<file path="config.mk">
export PLATFORM = sky130hd
export DESIGN_NAME = saber_sequencer
export DESIGN_NICKNAME = d
export VERILOG_FILES = /design/src/rtl/saber_sequencer.sv
export SDC_FILE = /design/constraint.sdc
export NUM_CORES = 1
export LEC_CHECK = 0
export ABC_AREA = 1
export CAP_MARGIN = 20
export CORE_MARGIN = 2
export CORE_UTILIZATION = 35
export DETAILED_ROUTE_END_ITERATION = 8
export SYNTH_ARGS = -nofsm -noshare
export SYNTH_HDL_FRONTEND = slang
export SYNTH_SLANG_ARGS = --single-unit
</file>
<file path="constraint.sdc">
create_clock -name clk -period 3.3 [get_ports clk]
set_input_delay 0.33 -clock clk [delete_from_list [all_inputs] [get_ports clk]]
set_output_delay 0.33 -clock clk [all_outputs]
set_load 0.01 [all_outputs]
</file>
<file path="src/rtl/saber_sequencer.sv">
// Lightsaber ignition/retraction sequencer: gates the blade setting registers,
// ramps blade length up/down, latches blade config at ignition, locks out on low power.
module saber_sequencer #(
    parameter int STEP_IGN   = 10,
    parameter int STEP_RET   = 20,
    parameter int MIN_IGNITE = 16
) (
    input  logic       clk,
    input  logic       rst,
    input  logic       on_req,
    input  logic [1:0] len_in_i,
    input  logic [5:0] len_dec_i,
    input  logic [1:0] cfg_i,
    input  logic [1:0] pwr_use_i,
    input  logic [7:0] pwr_level,
    input  logic       pwr_warn,
    output logic       blade_en,
    output logic [8:0] cur_len,
    output logic [1:0] cfg_o,
    output logic [1:0] pwr_use_o,
    output logic [2:0] state_o,
    output logic       busy
);

    typedef enum logic [2:0] {
        ST_OFF     = 3'd0,
        ST_IGNITE  = 3'd1,
        ST_ON      = 3'd2,
        ST_RETRACT = 3'd3,
        ST_LOCKOUT = 3'd4
    } state_t;

    localparam logic [8:0] STEP_IGN_9 = 9'(STEP_IGN);
    localparam logic [8:0] STEP_RET_9 = 9'(STEP_RET);
    localparam logic [7:0] MIN_LVL    = 8'(MIN_IGNITE);

    state_t     state, state_n;
    logic [8:0] len_n;
    logic [1:0] cfg_n;
    logic [1:0] pwr_use_n;
    logic       lock, lock_n;

    logic [6:0] dec_ext;
    logic [6:0] dec_clamp;
    logic [8:0] tgt;
    logic [9:0] grow;
    logic [8:0] drop;
    logic [8:0] diff_up;
    logic [8:0] diff_dn;
    logic       level_ok;
    logic       ignite_ok;

    // Target length in hundredths, fraction saturated at 99.
    always_comb begin
        dec_ext   = {1'b0, len_dec_i};
        dec_clamp = (dec_ext > 7'd99) ? 7'd99 : dec_ext;
        tgt       = 9'(len_in_i) * 9'd100 + 9'(dec_clamp);
    end

    always_comb begin
        grow      = {1'b0, cur_len} + {1'b0, STEP_IGN_9};
        drop      = cur_len - STEP_RET_9;
        diff_up   = tgt - cur_len;
        diff_dn   = cur_len - tgt;
        level_ok  = (pwr_level >= MIN_LVL);
        ignite_ok = on_req && !pwr_warn && level_ok && (tgt != 9'd0);
    end

    // NOTE: every output of this block gets a default first so no path infers a latch.
    always_comb begin
        state_n = state;
        len_n   = cur_len;
        cfg_n   = cfg_o;
        lock_n  = lock;
        case (state)
            ST_OFF: begin
                len_n = 9'd0;
                if (ignite_ok) begin
                    state_n = ST_IGNITE;
                    cfg_n   = cfg_i;
                    lock_n  = 1'b0;
                end
            end
            ST_IGNITE: begin
                if (pwr_warn) begin
                    state_n = ST_RETRACT;
                    lock_n  = 1'b1;
                end else if (!on_req) begin
                    state_n = ST_RETRACT;
                end else if (grow >= {1'b0, tgt}) begin
                    len_n   = tgt;
                    state_n = ST_ON;
                end else begin
                    len_n = grow[8:0];
                end
            end
            ST_ON: begin
                if (pwr_warn) begin
                    state_n = ST_RETRACT;
                    lock_n  = 1'b1;
                end else if (!on_req) begin
                    state_n = ST_RETRACT;
                end else if (tgt > cur_len) begin
                    len_n = (diff_up <= STEP_IGN_9) ? tgt : grow[8:0];
                end else if (tgt < cur_len) begin
                    len_n = (diff_dn <= STEP_RET_9) ? tgt : drop;
                end
            end
            ST_RETRACT: begin
                // Retraction always runs to zero; a warning seen on the way still locks out.
                if (pwr_warn) lock_n = 1'b1;
                if (cur_len <= STEP_RET_9) begin
                    len_n   = 9'd0;
                    state_n = (lock || pwr_warn) ? ST_LOCKOUT : ST_OFF;
                end else begin
                    len_n = drop;
                end
            end
            ST_LOCKOUT: begin
                len_n = 9'd0;
                if (!pwr_warn && level_ok && !on_req) state_n = ST_OFF;
            end
            default: begin
                state_n = ST_OFF;
                len_n   = 9'd0;
            end
        endcase
    end

    // Power-use mode is registered from the next state so it never follows inputs directly.
    always_comb begin
        pwr_use_n = 2'd0;
        case (state_n)
            ST_IGNITE:  pwr_use_n = 2'd3;
            ST_ON:      pwr_use_n = pwr_use_i;
            ST_RETRACT: pwr_use_n = 2'd1;
            default:    pwr_use_n = 2'd0;
        endcase
    end

    // NOTE: sequential state uses non-blocking assignments so all registers update together.
    always_ff @(posedge clk) begin
        if (!rst) begin
            state     <= ST_OFF;
            cur_len   <= 9'd0;
            cfg_o     <= 2'd0;
            pwr_use_o <= 2'd0;
            lock      <= 1'b0;
        end else begin
            state     <= state_n;
            cur_len   <= len_n;
            cfg_o     <= cfg_n;
            pwr_use_o <= pwr_use_n;
            lock      <= lock_n;
        end
    end

    always_comb begin
        state_o  = state;
        blade_en = (state == ST_IGNITE) || (state == ST_ON) || (state == ST_RETRACT);
        busy     = (state == ST_IGNITE) || (state == ST_RETRACT);
    end

endmodule
</file>
==> flow_metrics.py <==
metrics = {
    "run_status": {
        "outcome": "completed",
    },
    "routing": {
        "finalWirelength_um": 10200,
        "first_pass_iters": 5,
        "first_iter_violations": 198,
        "routed_via_density": 5.03,
        "drt-wirelength-per-cell_um": 14.7,
        "ant_nets": 0,
        "route.vias.total": 3471,
        "drc": 0,
    },
    "synth": {
        "synth-main-ff-cell": "dfxtp_1",
        "synth_top_cell_area_share": 0.169,
        "synth_area_leader_cell": "nand2_1",
        "synth_nets": 546,
        "avgSynthCellArea_um2": 6.10,
        "ys_async_sr_fraction": 0,
        "synth_seq_cells": 17,
        "syn_inst": 485,
        "synth_area_leaders": "nand2_1 17%, ha_1 14%, dfxtp_1 12%",
        "ys_warn_count": 0,
        "synth_edf_count": 0,
        "netlist_area_um2": 2960,
        "yosysSeqAreaShare": 0.115,
        "synth_cell_types": 39,
    },
    "layout": {
        "final_nets": 647,
        "mostFrequentLayoutCells": "122 x nand2_1, 70 x inv_1, 58 x buf_4, 39 x nand3_1, 33 x clkdlybuf4s50_1",
        "regArea_um2": 340,
        "fillers": 833,
        "drive_gt1_frac": 0.282,
        "area_growth_syn_to_layout_pct": 45.3,
        "post-route-util": 0.523,
        "multiInputGateArea_um2": 2600,
        "layout_commonest_cell": "nand2_1",
        "antenna_cells": 0,
        "stdcell_count": 690,
    },
    "setup_path": {
        "r2r-start": "cur_len[3]",
        "crit_chain": "dlygate4sd2_1 > ha_1 > nand2_1 > nand2_1 > nand3_2 > a21oi_2 > xor2_2 > ha_4 > buf_4 > nand2_1 > o21a_1 > nand3_2 > nand2_4 > inv_6 > nand2_4 > inv_4 > a21oi_2 > nand2_1 > nand2_1 > nand2_1 > a21oi_2",
        "crit_cells": 21,
        "critical_path.startpoint_type": "input port",
        "cp_top_family": "simple AND/OR/NAND/NOR gates",
        "crit_type": "input port to register",
        "cp-end-kind": "register",
        "critPathArrivalTime_ps": 3320,
        "crit_start": "len_in_i[1]",
        "r2r-end": "cur_len[8]",
        "slowest_stage": "ha_1",
        "cp_data_required_time_ps": 3490,
        "r2r.worst_path.cells": 22,
        "cp_common_cell": "nand2_1",
        "r2r_slack_ps": 330,
        "worstPathMaxFanout": 6,
        "endpoint": "cur_len[6]",
        "critPathBufInv": 4,
        "max_stage_delay_ps": 320,
    },
    "timing": {
        "final.min_clock_period_ps": 3140,
        "hold_slack_ps": 445,
        "max-slew-margin-rel": 0.620,
        "hold_violations": 0,
        "tns_ps": 0,
        "worst_slack_ps": 163,
        "fin_skew_ps": 7.13,
        "slew_viol_final": 0,
        "period_share": 0.951,
        "worst_slew_pin_slew_ps": 564,
        "fmaxAchievable_mhz": 319,
        "finalSetupViolations": 0,
    },
    "placed_design": {
        "post-place-ws_ps": -441,
        "dpl.cell_count": 678,
        "gp_congestion": 0.918,
        "numPortBuffers": 37,
        "dp_hpwl_um": 8220,
    },
    "clocking": {
        "cts-buffers-inserted": 3,
        "root_buffer": "clkbuf_8",
        "clk_latency_ps": 260,
        "path_clk_slew_ps": 70,
        "cts_tree": "built",
        "htreeDepth": 1,
        "clk_path_buf_depth": 2,
        "cts_hold_buf": 0,
        "cts_sinks": 17,
    },
    "grt": {
        "grt_use_total": 0.220,
        "grt_start_max_net_pins": 15,
        "antenna_found_initial": 0,
        "grt_pass1_wl_um": 15700,
        "grt_overflow": 0,
        "grt_pass1_vias": 3244,
    },
    "die": {
        "initial_core_util": 0.360,
        "rows": 33,
        "dieArea_um2": 9200,
        "die_h_um": 95.9,
        "die_w_um": 95.9,
        "ios": 42,
        "coreArea_um2": 8220,
    },
    "min_path": {
        "hold_class": "register to register",
    },
    "job": {
        "max_cap_violations": 0,
    },
    "pwr": {
        "ir_drop_mv": 0.201,
        "p_leak_nw": 2.07,
        "p_per_area_nw_per_um2": 493,
    },
}
## worst min-delay path by stage
stage / startpoint / to / slack (ps) / cells after the start
after floorplan: lock / lock / 440 / 2
final: cfg_o[0] / cfg_o[0] / 450 / 2
after global routing: cfg_o[1] / cfg_o[1] / 470 / 2
after global placement: cfg_o[1] / cfg_o[1] / 430 / 2
after detailed placement: cfg_o[0] / cfg_o[0] / 440 / 2
after CTS: cfg_o[0] / cfg_o[0] / 450 / 2
## logic make-up (layout without fill, tap and decap cells)
family,after synthesis,after routing,share of synthesized area
AOI/OAI and AO/OA,63,63,0.130
buffers and inverters,89,189,0.114
and+or+nand+nor,265,265,0.430
xor gates and xnor gates,14,14,0.0440
adders and majority gates,37,37,0.167
DFF,17,17,0.115
## stage by stage
stage | area (um2) | power (mW)
2_1_floorplan | 2960 | 1.20
3_3_place_gp | 3840 | 1.78
3_5_place_dp | 3840 | 1.79
4_1_cts | 4010 | 2.00
5_1_grt | 4300 | 2.30
6_report | 4300 | 2.12
## registers in the layout (all words and copies together) (netlist names)
name,cells
cur_len,9
state_o,3
cfg_o,2
pwr_use_o,2
lock,1
## repair_timing
item	CTS	global route
setup buffers	4	4
pin swaps	11	27
endpoints found under the setup margin	12	13
resized for setup	20	53
## synth_stat cells, types with 2 or more instances
library cell / n
nand2_1: 133
inv_1: 73
nand3_1: 42
ha_1: 33
nor2_1: 32
a21oi_1: 31
nand4_1: 18
dfxtp_1: 17
inv_2: 12
nand2_2: 11
o21ai_0: 11
xor2_1: 10
nand3_2: 8
o21ai_1: 6
a21oi_2: 5
nor2_2: 5
fa_1: 4
nor2_4: 4
nor3_1: 4
xnor2_1: 3
clkinv_1: 2
nand2_4: 2
nor4_1: 2
o211ai_1: 2
## tightest hold or removal path, cell delays in order (launching register included)
cell	delay [ps]
dfxtp_1	310
inv_1	50
a21oi_1	50
## final cells by class
cell class | count | share of cell area
tap | 105 | 0.0306
multi-input combinational | 379 | 0.604
inverter | 87 | 0.0784
timing repair buffer | 98 | 0.197
sequential | 17 | 0.0792
clock buffer | 4 | 0.0105
## layer usage
| metal | up-vias | GRT usage | routed length [um] |
|---|---|---|---|
| li1 | 1769 | - | - |
| met1 | 1618 | 0.313 | 4870 |
| met2 | 78 | 0.367 | 4780 |
| met3 | 6 | 0.0227 | 418 |
| met4 | 0 | 0.0298 | 99 |
| met5 | - | 0 | 0 |
## report_power, final
group	internal, mW	switching, mW	total (mW)
logic	0.699	0.969	1.67
registers	0.253	0.0367	0.290
clock network	0.0858	0.0734	0.159
total	1.04	1.08	2.12
No activity file was read; power rests on OpenSTA's default activity.
